## src/rtl/ft601_sync_fifo.sv

```systemverilog
// ---------------------------------------------------------------------------
// ft601_sync_fifo
// Single-clock FIFO with extra-MSB pointers so full and empty are told apart
// by the pointer MSB. Also exposes the flags as they will be after the
// current edge (next_full/next_empty) so the owner can register them.
//   clk, rst   : clock, asynchronous active-high reset
//   push/wdata : write request and word
//   pop/rdata  : read request and current head word
//   flush      : synchronous clear, wins over push and pop
//   full/empty : current flags
//   next_full/next_empty : flags after the current edge
// ---------------------------------------------------------------------------
module ft601_sync_fifo #(
  parameter int WIDTH = 36,
  parameter int DEPTH = 16
) (
  input  logic             clk,
  input  logic             rst,
  input  logic             push,
  input  logic [WIDTH-1:0] wdata,
  input  logic             pop,
  output logic [WIDTH-1:0] rdata,
  input  logic             flush,
  output logic             full,
  output logic             empty,
  output logic             next_full,
  output logic             next_empty
);

  localparam int AW = $clog2(DEPTH);

  logic [AW:0]      wrPtr_q, wrPtr_d, rdPtr_q, rdPtr_d;
  logic [WIDTH-1:0] mem_q [DEPTH];
  logic             pushOk, popOk;

  // A full FIFO is never empty, so a pop on full is always real; likewise a
  // push on empty is always real. That lets a simultaneous push and pop pass
  // through either boundary with the count unchanged.
  assign pushOk = push && (!full || pop) && !flush;
  assign popOk  = pop && (!empty || push) && !flush;

  assign full  = (wrPtr_q[AW] != rdPtr_q[AW]) && (wrPtr_q[AW-1:0] == rdPtr_q[AW-1:0]);
  assign empty = (wrPtr_q == rdPtr_q);
  assign next_full  = (wrPtr_d[AW] != rdPtr_d[AW]) && (wrPtr_d[AW-1:0] == rdPtr_d[AW-1:0]);
  assign next_empty = (wrPtr_d == rdPtr_d);
  assign rdata = mem_q[rdPtr_q[AW-1:0]];

  // Pointer advance; flush returns both pointers to zero.
  always_comb begin
    wrPtr_d = wrPtr_q + {{AW{1'b0}}, pushOk};
    rdPtr_d = rdPtr_q + {{AW{1'b0}}, popOk};
    if (flush) begin
      wrPtr_d = '0;
      rdPtr_d = '0;
    end
  end

  always_ff @(posedge clk or posedge rst) begin
    if (rst) begin
      wrPtr_q <= '0;
      rdPtr_q <= '0;
    end else begin
      wrPtr_q <= wrPtr_d;
      rdPtr_q <= rdPtr_d;
    end
  end

  // Storage needs no reset; the pointers decide what is valid.
  always_ff @(posedge clk) begin
    if (pushOk) begin
      mem_q[wrPtr_q[AW-1:0]] <= wdata;
    end
  end

endmodule

```

## config.mk

```make
export PLATFORM = sky130hd
export DESIGN_NAME = ft601_sync_fifo
export DESIGN_NICKNAME = d
export VERILOG_FILES = /design/src/rtl/ft601_sync_fifo.sv
export SDC_FILE = /design/constraint.sdc
export NUM_CORES = 1
export LEC_CHECK = 0
export CELL_PAD_IN_SITES_DETAIL_PLACEMENT = 0
export CELL_PAD_IN_SITES_GLOBAL_PLACEMENT = 1
export CORE_MARGIN = 2
export CORE_UTILIZATION = 49
export DETAILED_ROUTE_END_ITERATION = 7
export MAX_ROUTING_LAYER = met4
export PLACE_DENSITY = 0.87
export SYNTH_ARGS = -nofsm -noshare
export SYNTH_HDL_FRONTEND = slang
export SYNTH_SLANG_ARGS = --single-unit
export TNS_END_PERCENT = 5
```

## constraint.sdc

```tcl
create_clock -name clk -period 5.95 [get_ports clk]
set_clock_uncertainty 0.2 [all_clocks]
set_input_delay 0.8925 -clock clk [delete_from_list [all_inputs] [get_ports clk]]
set_output_delay 0.8925 -clock clk [all_outputs]
set_load 0.03 [all_outputs]
```

# After elaboration in Yosys (flattened, before gate mapping)
# Memory sizes are Yosys's and may differ from the RTL's.
# Index checks and enable logic that the tools add are counted.
# Widths: inputs -> output; s select.
[totals]
reg_bits = 10
memories = 1
ram_bits = 576
output_inout_bits = 40
in_bits = 41
word_cells = 26
[classes]
muxes = 4
eq_ne = 6
reduce_logical = 11
add_sub_neg = 2
[mem_list]
columns = ["memory", "words", "width", "rd", "rd_clocked_by_memory_dff", "wr", "line_no", "rtl"]
rows = [
  ["mem_q", 16, 36, 1, 0, 1, "33", "logic [WIDTH-1:0] mem_q [DEPTH];"],
]
[op_table]
columns = ["op", "n"]
rows = [
  ["$add 5x1->5", 2],
  ["$eq 5x5->1", 2],
  ["$mux 5", 2],
  ["$eq 4x4->1", 2],
  ["$logic_and 1x1->1", 6],
  ["$logic_not 1->1", 3],
  ["$logic_or 1x1->1", 2],
  ["$mux 1", 2],
  ["$ne 1x1->1", 2],
]

# Depth between registers and ports, before layout
# Gate-level depths: netlist of the first run.
[logic_depth]
depth_word = 10
ltp_mapped = 12
depth_no_buf = 10

# Least setup slack after synthesis of the first run
# Ideal clock, no wire load.
[synth_timing]
path_kind = "input -> register"
startpoint = "input port flush"
endpoint = "memory mem_q[4][0] (enable)"
path_stages = 3
t_required_ns = 5.218
arrival_time_ns = 4.965
path_buffers = 0
setup_ns = 0.532
slack_ns = 0.253
cell_sequence = "inv_1 > o311ai_4 > nor4b_1"
[synth_via]
elab_chain_len = 4
[synth_rtl]
columns = ["item", "line_no", "rtl"]
rows = [
  ["from (decl)", "23", "input logic flush,"],
  ["$logic_not 1->1", "39", "assign pushOk = push && (!full || pop) && !flush;"],
  ["$logic_and 1x1->1", "39", ""],
  ["$mux 1", "70", "if (pushOk) begin"],
  ["$mux 1 (implied by the code)", "71", "mem_q[wrPtr_q[AW-1:0]] <= wdata;"],
  ["to (decl)", "33", ""],
]
# No other way between the ends.

# Worst setup path in the final report of the first run
[layout_timing]
startpoint = "register rdPtr_q[1]"
endpoint = "output port rdata[35]"
[layout_via]
elab_chain_len = 1
[layout_rtl]
columns = ["item", "line_no", "rtl"]
rows = [
  ["from (decl)", "32", "logic [AW:0] wrPtr_q, wrPtr_d, rdPtr_q, rdPtr_d;"],
  ["from (signal assigned)", "64", "rdPtr_q <= rdPtr_d;"],
  ["$mem_v2 16x36", "n/a", ""],
  ["to (decl)", "22", "output logic [WIDTH-1:0] rdata,"],
]
# No other way between the ends.

==> results of run 1 <==
==> sequential cells by signal, indices dropped and copies added, names as in the netlist <==
signal	count
rdPtr_q	5
wrPtr_q	5
mem_q	576
==> critical path, delay by kind of cell, from the launching register on <==
family	cells	cell delay, ns
buffers and inverters	3	2.36
AOI/OAI and AO/OA	3	0.79
DFF	1	0.53
and+or+nand+nor	1	0.10
==> worst max-delay path by stage <==
stage / endpoint / startpoint
final: rdata[35] / rdPtr_q[1]
after global routing: rdata[35] / rdPtr_q[1]
after CTS: next_empty / wrPtr_q[1]
after detailed placement: next_empty / pop
after global placement: next_empty / pop
after floorplan: mem_q[4][0] / flush
==> kinds of logic after synthesis <==
family                     Yosys count
and+or+nand+nor                     50
AOI/OAI and AO/OA                   10
muxes                              182
buffers and inverters               54
DFF                                586
adders and majority gates            4
xor gates and xnor gates            12
==> synthesized netlist by cell type <==
cell,n
a221oi_1,1
a211oi_1,1
clkbuf_1,14
nand2b_1,3
nor3_1,9
o311ai_4,1
a32oi_1,1
ha_1,4
o21ai_0,3
nor4b_1,2
nand4_1,1
and2_1,2
buf_8,1
nor4_1,6
mux2_2,2
dfrtp_1,10
edfxtp_1,576
mux4_2,136
a21oi_1,1
nor2_1,8
nand3_1,5
inv_1,6
buf_6,5
xnor2_1,8
or3_1,1
mux2i_1,2
xor2_1,4
nand2_1,5
nor2b_1,7
buf_4,10
buf_2,13
a21o_1,1
mux4_1,42
nor4bb_1,1
buf_1,5
o311a_1,1
==> power breakdown <==
group          internal (mW)  switching [mW]
sequential              4.56         0.00971
combinational          0.226           0.252
clock                   1.99            1.44
total                   6.77            1.70
==> cell type report <==
cell class	count	area, um^2	area share
Multi-Input combinational cell	258	4810	0.186
Sequential cell	586	17600	0.677
Clock inverter	36	352	0.0136
Tap cell	600	751	0.0289
Antenna cell	4	10.0	0.000386
Inverter	6	22.5	0.000868
Clock buffer	62	1400	0.0541
Timing Repair Buffer	109	1030	0.0397
==> cell usage in the layout, fill, tap and decap left out, types with 5 or more instances in the layout <==
cell type / instances
nor4_2: 6
bufinv_16: 7
nor2b_1: 7
clkinv_1: 16
clkbuf_16: 55
xnor2_1: 8
mux4_2: 136
buf_4: 28
dfrtp_1: 6
mux4_1: 42
inv_1: 6
nand2_1: 5
clkbuf_1: 7
clkinv_2: 9
edfxtp_1: 576
clkdlybuf4s50_1: 80
nor3_2: 8
nor2_1: 8
nand3_1: 5
==> stage by stage <==
| stage | util | std cells | cell area, um^2 |
|---|---|---|---|
| after floorplan | - | 898 | 22600 |
| after global placement | 0.533 | 1558 | 24200 |
| after detailed placement | 0.533 | 1558 | 24200 |
| after CTS | 0.571 | 1656 | 25900 |
| after global routing | 0.572 | 1660 | 25900 |
| final | 0.572 | 1661 | 25900 |
==> metal layers <==
metal | track usage | up-vias | wire, um
met5 | - | - | 0
met4 | 0.0604 | 0 | 1170
met1 | 0.273 | 5341 | 17700
met3 | 0.0415 | 98 | 3630
li1 | - | 4162 | -
met2 | 0.335 | 479 | 24300
==> what timing repair did <==
action / 4_1_cts / 5_1_grt
endpoints found under the hold margin: 0 / 0
setup buffers: 0 / 1
endpoints found under the setup margin: 0 / 2
==> impl_metrics.py, run 1 <==
metrics = {
    "status": {
        "outcome": "finished clean",
    },
    "drt": {
        "via_per_inst": 6.07,
        "finalWirelength_um": 46800,
        "drtIter0Drc": 1082,
        "drt_pass1_iterations": 5,
        "drc": 0,
        "detail-route-antenna-nets": 0,
        "routedWlPerCell_um": 28.2,
        "num_vias": 10100,
    },
    "sta": {
        "hold_viol": 0,
        "hold_slack_ns": 0.393,
        "slew_headroom": 0.329,
        "final-setup-viol-count": 0,
        "timing_max_transition_violations_final": 0,
        "max_freq_mhz": 178,
        "setup_ws_ns": 0.324,
        "finalCritPeriodShare": 0.946,
        "tns_ns": 0,
        "tightest_slew_ns": 1.01,
        "rsz0062_at_grt": "no",
        "min_period_ns": 5.63,
    },
    "critical_path": {
        "startpoint_type": "register",
        "r2r_slack_ns": 2.98,
        "critPathMaxStageDelay_ns": 0.85,
        "cp.required_ns": 4.86,
        "r2r_end": "mem_q[6][24]",
        "crit_top_cell": "buf_4",
        "reg2reg_depth": 6,
        "path_cells": "buf_4 > buf_4 > nor2b_1 > a221oi_1 > a21oi_1 > o21ai_0 > clkdlybuf4s50_1",
        "cp_slowest_cell": "buf_4",
        "r2r_start": "wrPtr_q[1]",
        "arrival_ns": 4.53,
        "critPathMaxFanout": 69,
        "crit_type": "register to output pin",
        "end_kind": "output pin",
    },
    "yosys": {
        "synth_fp_nets": 943,
        "muxShareOfSynthArea": 0.186,
        "syn-cell-area_mm2": 0.0226,
        "syn_area_per_cell_um2": 25.1,
        "synth_top_family_by_area": "multiplexers",
        "synth_warnings": 0,
        "synth_area_leaders": "edfxtp_1 77%, mux4_2 14%, mux4_1 4.9%",
        "ys_seq_area_frac": 0.777,
        "synthAdderAreaFrac": 0.00222,
        "synth_cells": 898,
        "synthXorXnorAreaFrac": 0.00466,
        "synth_compound_area_frac": 0.00393,
        "yosys.area_share.simple": 0.0120,
        "synthDistinctLibCells": 36,
        "yosysTopAreaCellShare": 0.766,
        "yosysTopAreaCell": "edfxtp_1",
        "ys_ff_latch": 586,
    },
    "die": {
        "rows": 78,
        "die_y_um": 219,
        "die_w_um": 219,
        "dieArea_mm2": 0.0478,
        "initial_core_util": 0.497,
        "io-pin-count": 81,
        "core-area_mm2": 0.0454,
    },
    "global_routing": {
        "grt_pass1_vias": 10800,
        "antenna_found_initial": 3,
        "grt.total_usage": 0.208,
        "grt_overflow": 0,
        "grt_pass1_wl_um": 69400,
        "grt_max_degree": 106,
    },
    "cells_and_area": {
        "nets": 1061,
        "fillers": 3090,
        "drive_gt1_frac": 0.249,
        "syn_to_final_growth_pct": 14.9,
    },
    "clocking": {
        "htreeDepth": 2,
        "clk_latency_ns": 0.58,
        "post_cts_resized": 0,
        "cts_buffer_depth": 3,
        "hold_buffers": 0,
        "cts_buffers": 55,
        "clock-sinks": 586,
        "cts_root_buf": "clkbuf_16",
        "clkTransAtPathRegs_ns": 0.06,
        "cts_tree": "done",
    },
    "placed_design": {
        "gp_congestion": 0.721,
        "portBuffers": 80,
        "dp_hpwl_um": 22300,
        "post-place-ws_ns": 0.516,
    },
    "power_and_ir_drop": {
        "p_leak_nw": 7.92,
        "powerDensity_mw_per_mm2": 326,
        "power_mw": 8.47,
        "irDropWorstVdd_uv": 210,
    },
    "run": {
        "maxCapViolations": 0,
    },
    "hold_path": {
        "hold_path.class": "input port to async pin",
    },
}
Power figures use the tool's default switching activity.
==> inputs of run 2 (changes only) <==
--- a/config.mk
+++ b/config.mk
@@ -10,8 +10,10 @@
 export CORE_MARGIN = 2
 export CORE_UTILIZATION = 49
 export DETAILED_ROUTE_END_ITERATION = 7
+export GPL_ROUTABILITY_DRIVEN = 0
 export MAX_ROUTING_LAYER = met4
 export PLACE_DENSITY = 0.87
+export SLEW_MARGIN = 20
 export SYNTH_ARGS = -nofsm -noshare
 export SYNTH_HDL_FRONTEND = slang
 export SYNTH_SLANG_ARGS = --single-unit
==> constraint.sdc (replaced) <==
create_clock -name clk -period 4.6 [get_ports clk]
set_clock_uncertainty 0.2 [all_clocks]
set_input_delay 0.69 -clock clk [delete_from_list [all_inputs] [get_ports clk]]
set_output_delay 0.69 -clock clk [all_outputs]
set_load 0.03 [all_outputs]
==> impl_metrics.py, run 2 (synthesis gave the netlist of run 1 again) <==
metrics = {
    "drt": {
        "num_vias": 10200,
        "via_per_inst": 6.11,
        "drtIter0Drc": 1155,
        "detail-route-antenna-nets": 0,
        "drc": 0,
        "routedWlPerCell_um": 29.4,
        "drt_pass1_iterations": 5,
        "finalWirelength_um": 49200,
    },
    "cells_and_area": {
        "largest_reg_flops": 576,
        "syn_to_final_growth_pct": 15.0,
        "mostFrequentLayoutCells": "576 x edfxtp_1, 136 x mux4_2, 78 x clkdlybuf4s50_1, 57 x clkbuf_16, 42 x mux4_1",
        "final_common_cell": "edfxtp_1",
        "fillers": 3096,
        "fin_area_mm2": 0.0260,
        "drive_gt1_frac": 0.256,
        "nets": 1071,
    },
    "critical_path": {
        "cp.required_ns": 3.71,
        "crit_top_cell": "mux4_2",
        "crit_buf_inv": 3,
        "startpoint_type": "register",
        "cp_slowest_cell": "clkdlybuf4s50_1",
        "arrival_ns": 3.56,
        "r2r_start": "wrPtr_q[0]",
        "path_cells": "buf_12 > buf_4 > mux4_2 > mux4_2 > clkdlybuf4s50_1",
        "r2r_slack_ns": 1.80,
        "end_kind": "output pin",
        "startpoint": "rdPtr_q[1]",
        "critPathMaxStageDelay_ns": 0.62,
        "reg2reg_depth": 6,
        "r2r_end": "mem_q[12][20]",
        "critPathMaxFanout": 106,
        "crit_type": "register to output pin",
        "crit_family": "buffers and inverters",
    },
    "die": {
        "core-area_mm2": 0.0454,
        "die_y_um": 219,
        "die_w_um": 219,
        "initial_core_util": 0.497,
        "io-pin-count": 81,
        "dieArea_mm2": 0.0478,
        "rows": 78,
    },
    "sta": {
        "tightest_slew_ns": 0.787,
        "final-setup-viol-count": 0,
        "hold_viol": 0,
        "finalCritPeriodShare": 0.968,
        "tns_ns": 0,
        "rsz0062_at_grt": "no",
        "min_period_ns": 4.45,
        "slew_headroom": 0.476,
        "setup_ws_ns": 0.146,
        "timing_max_transition_violations_final": 0,
        "max_freq_mhz": 225,
    },
    "power_and_ir_drop": {
        "powerDensity_mw_per_mm2": 415,
        "irDropWorstVdd_uv": 265,
        "p_leak_nw": 7.92,
    },
    "placed_design": {
        "dpl_cell_area_mm2": 0.0242,
        "post-place-ws_ns": 0.683,
        "dp_hpwl_um": 22700,
        "portBuffers": 80,
    },
    "clocking": {
        "clk_latency_ns": 0.59,
        "cts_tree": "done",
        "cts_root_buf": "clkbuf_16",
        "cts_buffer_depth": 3,
        "cts_buffers": 54,
        "htreeDepth": 2,
        "clkTransAtPathRegs_ns": 0.06,
        "clock-sinks": 586,
    },
    "global_routing": {
        "grt_pass1_wl_um": 71900,
        "grt_max_degree": 107,
        "grt.total_usage": 0.219,
        "grt_pass1_vias": 10800,
        "grt_overflow": 0,
        "antenna_found_initial": 3,
    },
    "status": {
        "outcome": "finished clean",
    },
    "hold_path": {
        "hold_path.class": "input port to async pin",
    },
    "run": {
        "maxCapViolations": 0,
    },
}
run 2: worst max-delay path by stage:
stage / to / depth (start not counted)
detailed placement: next_empty / 9
global placement: next_empty / 9
floorplan: mem_q[4][0] / 5
global route: rdata[5] / 5
finish: rdata[5] / 5
CTS: next_empty / 10
run 2: layout make-up:
cell class                      count  area, um^2  area share
Antenna cell                        3        7.51    0.000289
Clock inverter                     30         189     0.00728
Clock buffer                       72        1480      0.0571
Timing Repair Buffer              120        1120      0.0432
Sequential cell                   586       17600       0.677
Tap cell                          600         751      0.0289
Multi-Input combinational cell    258        4810       0.186
Inverter                            6        22.5    0.000868
run 2: per-layer routing:
metal / wire [um] / global-route usage
met2: 25700 / 0.359
met4: 1260 / 0.0664
met5: 0 / -
met3: 3680 / 0.0459
met1: 18600 / 0.278
run 2: what timing repair did:
item,in CTS,in global routing
gates resized for setup,0,4
buffers inserted,0,5
setup endpoints to repair,0,2
hold buffers,0,0
run 2: through the flow:
step	hold WS, ns	utilization	power, mW	instances
floorplan	0.330	-	6.42	898
global placement	0.387	0.534	6.63	1565
detailed placement	0.408	0.534	6.65	1565
CTS	0.178	0.571	10.9	1667
global route	0.204	0.572	11.1	1675
finish	0.188	0.572	10.8	1675
run 2: where the power goes:
part	internal, mW	leakage, nW	switching, mW
logic	0.296	1.80	0.339
clock network	2.37	0.805	1.87
registers	5.90	5.31	0.0133
==> RTL edit 1 (flow settings as in run 2) <==
`DEPTH`: 16 -> 32.
--- a/src/rtl/ft601_sync_fifo.sv
+++ b/src/rtl/ft601_sync_fifo.sv
@@ -13,5 +13,5 @@
 module ft601_sync_fifo #(
   parameter int WIDTH = 36,
-  parameter int DEPTH = 16
+  parameter int DEPTH = 32
 ) (
   input  logic             clk,
Behaviour: no difference found for any inputs over 4 cycles, from zero or initial values and one cycle with rst high; that may be too few to reach the edited logic, so the function may still have changed.
==> RTL edit 1 against run 2 <==
  * Combinational power increased by 73%
  * Setup slack got worse by 0.047 ns
  * Area after synthesis rose by 100%
  * Power increased by 98%
  * Synthesized cell count rose by 120%
  * Core utilization shrank 1.1 points
  * Cell area increased by 98%
  * Wire length up 100%
  * Sequential cell count up 578
  * Register-to-register slack got worse by 0.45 ns
  * First-iteration DRC count grew 140%
  * Sequential share of layout area rose by 0.41 points
==> RTL edit 1: results (changes against run 2) <==
metric	value	unit	change
Critical Path Slowest Stage Cell	dfrtp_4		
pin count of the biggest net entering global routing	148		+38%
peak supply drop	0.334	mV	+26%
outcome	finished clean		
Synth async-reset ratio	0.0103		-0.00676
nets	2199		+110%
Post-synth EDFFs	1152		+100%
WL met3	7280	microns	+98%
reg2reg end	mem_q[9][33]$_DFFE_PP_		
met1 wire length	36800	microns	+98%
total number of vias	21200		+110%
CP arrival	3.61	ns	+0.05 ns
syn nets	2047		+120%
first-pass GRT wire length	148000	microns	+110%
DRT iter0 DRCs	2719		+140%
leakage power	15.4	nW	+94%
met2 wire length	53000	microns	+110%
R2R cell count	7		+1
initial antenna violation count	1		-2
Reg-to-Reg Start	wrPtr_q[1]$_DFF_PP0_		
Mean Syn Cell Area	22.5	sq um	-10%
max reg flops	1152		+100%
cell family with most CP delay	simple AND/OR/NAND/NOR gates		
crit path max fanout	6		-94%
post-synthesis sequential area ratio	0.774		-0.00366
dominant cells by area after synthesis	edfxtp_1 77%, mux4_2 14%, mux2_2 1.8%		
Synth top cells by count	1152 x edfxtp_1, 288 x mux4_2, 79 x nor2_1		
ratio of cells with drive above 1 in the final layout	0.292		+0.0362
Filler cells	6361		+110%
Power Clock	8.50	mW	+100%
vias in the first global route	22000		+100%
total track usage	0.222		+0.00251
deepest clock path buffer count	3		unchanged
internal power	16.9	mW	+97%
Placed Area	47800	sq um	+97%
Worst-Skew Late Latency	0.67	ns	+0.08 ns
worst slew pin tran	1.08	ns	+0.296 ns
slack of the worst reg-to-reg path	1.35	ns	-0.45 ns
Setup crit end	next_full		
hpwl dp	51000	microns	+120%
Placed Cells	3225		+110%
Max stage delay on crit path	0.54	ns	-0.08 ns
number of H-tree levels	3		+1
Combinational Power Share	0.052		-0.007
## RTL edit 1: worst reg2reg max path: cells and delay by family (launching register included)
family,cells,cell delay (ns)
xor gates and xnor gates,1,0.21
DFF,1,0.53
and+or+nand+nor,3,1.22
buffers and inverters,2,0.47
AOI/OAI and AO/OA,1,0.28
## RTL edit 1: cells by family (layout without fill, tap and decap cells)
group           after synthesis  after routing  synth area share
compound gates              111            111            0.0146
xor+xnor                     18             18           0.00380
fa+ha+maj                     4              4           0.00111
buf+inv                     118            357            0.0143
flops                      1164           1164             0.774
mux                         434            434             0.178
other cells                   0              1                 0
simple gates                153            153            0.0145
## RTL edit 1: metrics by stage
step	hold WS, ns	util	setup slack [ns]
floorplan	0.329	-	-1.17
global route	0.165	0.561	-0.0694
global placement	0.346	0.524	0.484
CTS	0.133	0.560	-0.0623
finish	0.147	0.561	0.0990
detailed placement	0.374	0.524	0.524
## RTL edit 1: final cells by class
type                            count  area (sq um)  share of cell area
Sequential cell                  1164         34900               0.681
Multi-Input combinational cell    720          9820               0.192
Clock buffer                      127          2770              0.0541
Timing Repair Buffer              158          1700              0.0331
Tap cell                         1186          1480              0.0289
Clock inverter                     68           564              0.0110
Inverter                            4          18.8            0.000366
Antenna cell                        1          2.50           0.0000488
## RTL edit 1: metal layers
| layer | track usage | up-vias |
|---|---|---|
| met3 | 0.0304 | 202 |
| met1 | 0.278 | 11300 |
| met2 | 0.377 | 1089 |
| li1 | - | 8698 |
| met4 | 0.0715 | 0 |
| met5 | - | - |
## RTL edit 1: what timing repair did
action | 4_1_cts | 5_1_grt
pin swaps | 0 | 1
setup buffers | 2 | 5
gates resized for setup | 11 | 9
setup endpoints to repair | 36 | 15
==> RTL edit 2 (config.mk and constraints of run 2) <==
Made on the original files. Reset style: synchronous (`rst`), changed in one clocked block. Comments in the files are not updated.
--- a/src/rtl/ft601_sync_fifo.sv
+++ b/src/rtl/ft601_sync_fifo.sv
@@ -56,5 +56,5 @@
   end
 
-  always_ff @(posedge clk or posedge rst) begin
+  always_ff @(posedge clk) begin
     if (rst) begin
       wrPtr_q <= '0;
Check against the original RTL: differs if rst is asserted again (counterexample within 4 cycles, from zero or initial values and one cycle with rst high); with rst held inactive, the same outputs for 4 cycles.
==> RTL edit 2 against run 2 <==
  * Setup slack better by 0.24 ns
  * First-iteration DRC count is 2.8% higher
  * Core utilization is 0.39 points lower
  * Area after synthesis is 1.6% lower
  * Critical path type unchanged
  * Count of clock-buffer cells in the layout is 7 lower
  * Cell area is 1.3% lower
  * Via count is 2.1% higher
  * Hold slack better by 0.22 ns
  * Sequential cell count stayed put
  * Largest cell class unchanged
  * Global-route usage is 1.3 points lower
  * Wire length is 6.0% lower
  * Critical endpoint is now next_full
Power is not compared: it rests on default switching activity, and its combinational part moved more than twofold at a synthesized area within 25%.
==> RTL edit 2: results (changes against run 2) <==
metric	value	unit	change
outcome	finished clean		
worst slack, placed	0.785	ns	+0.101 ns
Synth top cells by count	576 x edfxtp_1, 144 x mux4_2, 72 x a22oi_1		
Multi-input gate area	4520	sq um	-6.1%
Filler cells	3190		+3.0%
syn nets	1013		+7.4%
Synth async-reset ratio	0		-0.0171
cts bufs inserted	56		+3.7%
total track usage	0.206		-0.0130
Critical Path Slowest Stage Cell	dfxtp_1		
clock slew at reported path FFs	0.06	ns	about the same
DRC Markers	0		unchanged
Slew Limit Headroom	0.407		-0.0689
Pre-antenna DRT Iters	5		unchanged
pin count of the biggest net entering global routing	147		+37%
synth unique cells	28		-22%
DRT iter0 DRCs	1187		+2.8%
number of H-tree levels	2		unchanged
Placed Cells	1618		+3.4%
hpwl dp	21900	microns	-3.4%
first-pass GRT wire length	69200	microns	-3.9%
maximum clock frequency	237	MHz	+5.7%
vias in the first global route	11100		+2.8%
Post-synth EDFFs	576		unchanged
initial antenna violation count	1		-2
post-synthesis xor/xnor area fraction	0.00631		+0.00165
crit path max fanout	10		-91%
post-synthesis sequential area ratio	0.788		+0.0106
Detailed Route WL	46300	microns	-6.0%
reg2reg end	mem_q[12][13]$_DFFE_PP_		
nets	1121		+4.7%
Synth Area in Compound Gates	0.0261		+0.0221
kind of critical path	reg2out		
deepest clock path buffer count	3		unchanged
slack of the worst reg-to-reg path	1.88	ns	+0.08 ns
total number of vias	10400		+2.1%
R2R cell count	6		unchanged
Setup crit end	next_full		
CP arrival	3.32	ns	-0.24 ns
Post-CTS Setup Inserts	0		unchanged
ratio of cells with drive above 1 in the final layout	0.247		-0.00850
Reg-to-Reg Start	wrPtr_q[3]$_SDFF_PP0_		
peak supply drop	0.306	mV	
Synth Warn #	0		unchanged
Synth Area in Adders	0.00225		+0.0000366
Max stage delay on crit path	0.54	ns	-0.08 ns
mux contribution to synthesized area	0.146		-0.0404
cell family with most CP delay	simple AND/OR/NAND/NOR gates		
post_cts resized	0		unchanged
Placed Area	23800	sq um	-1.6%
worst hold path type	reg2reg		
Syn Inst Count	968		+7.8%
leakage power	7.79	nW	
drt wl/cell	26.9	microns	-8.6%
dominant cells by area after synthesis	edfxtp_1 78%, mux4_2 15%, a22oi_1 2.4%		
## RTL edit 2: layout make-up
class / instances / share of cell area
repair buffers: 105 / 0.0408
clock buffers: 65 / 0.0569
diodes: 1 / 0.0000977
multi-input cells: 324 / 0.177
inverters: 3 / 0.000440
clock inverters: 38 / 0.0122
flip-flops and latches: 586 / 0.684
well taps: 600 / 0.0293
## RTL edit 2: where the power goes
group	internal (mW)	switching (mW)	leakage, nW
clock network	2.54	1.89	0.852
logic	0.130	0.187	1.66
registers	5.88	0.00627	5.27
## RTL edit 2: worst min path at each step
| stage | startpoint | depth (start not counted) | end | slack, ns |
|---|---|---|---|---|
| 6_report | wrPtr_q[4]$_SDFF_PP0_ | 2 | wrPtr_q[4]$_SDFF_PP0_ | 0.41 |
| 2_1_floorplan | rdPtr_q[4]$_SDFF_PP0_ | 2 | rdPtr_q[4]$_SDFF_PP0_ | 0.34 |
| 3_5_place_dp | wrPtr_q[4]$_SDFF_PP0_ | 2 | wrPtr_q[4]$_SDFF_PP0_ | 0.38 |
| 4_1_cts | wrPtr_q[4]$_SDFF_PP0_ | 2 | wrPtr_q[4]$_SDFF_PP0_ | 0.40 |
| 3_3_place_gp | wrPtr_q[4]$_SDFF_PP0_ | 2 | wrPtr_q[4]$_SDFF_PP0_ | 0.38 |
| 5_1_grt | wrPtr_q[4]$_SDFF_PP0_ | 2 | wrPtr_q[4]$_SDFF_PP0_ | 0.44 |
## RTL edit 2: per-stage QoR
stage,TNS [ns],total power [mW]
3_3_place_gp,0,6.30
2_1_floorplan,-125.08,6.16
4_1_cts,0,10.7
5_1_grt,0,10.9
3_5_place_dp,0,6.32
6_report,0,10.6
## RTL edit 2: tightest hold or removal path: cells and delay by family, from the launching register on
family,cells,cell delay (ns)
flip-flops,1,0.36
AND/OR/NAND/NOR,1,0.10
XOR/XNOR,1,0.10
## RTL edit 2: cell families after synthesis
group / Yosys count
muxes: 144
DFF: 586
adders and majority gates: 4
AOI/OAI and AO/OA: 75
buffers and inverters: 58
xor gates and xnor gates: 16
and+or+nand+nor: 85
## RTL edit 2: per-layer routing
layer | share of wire | routed length, microns | track usage | up-vias
li1 | - | - | - | 4338
met1 | 0.38 | 17700 | 0.272 | 5519
met2 | 0.51 | 23800 | 0.339 | 510
met5 | 0 | 0 | - | -
met4 | 0.020 | 925 | 0.0527 | 0
met3 | 0.083 | 3820 | 0.0352 | 80
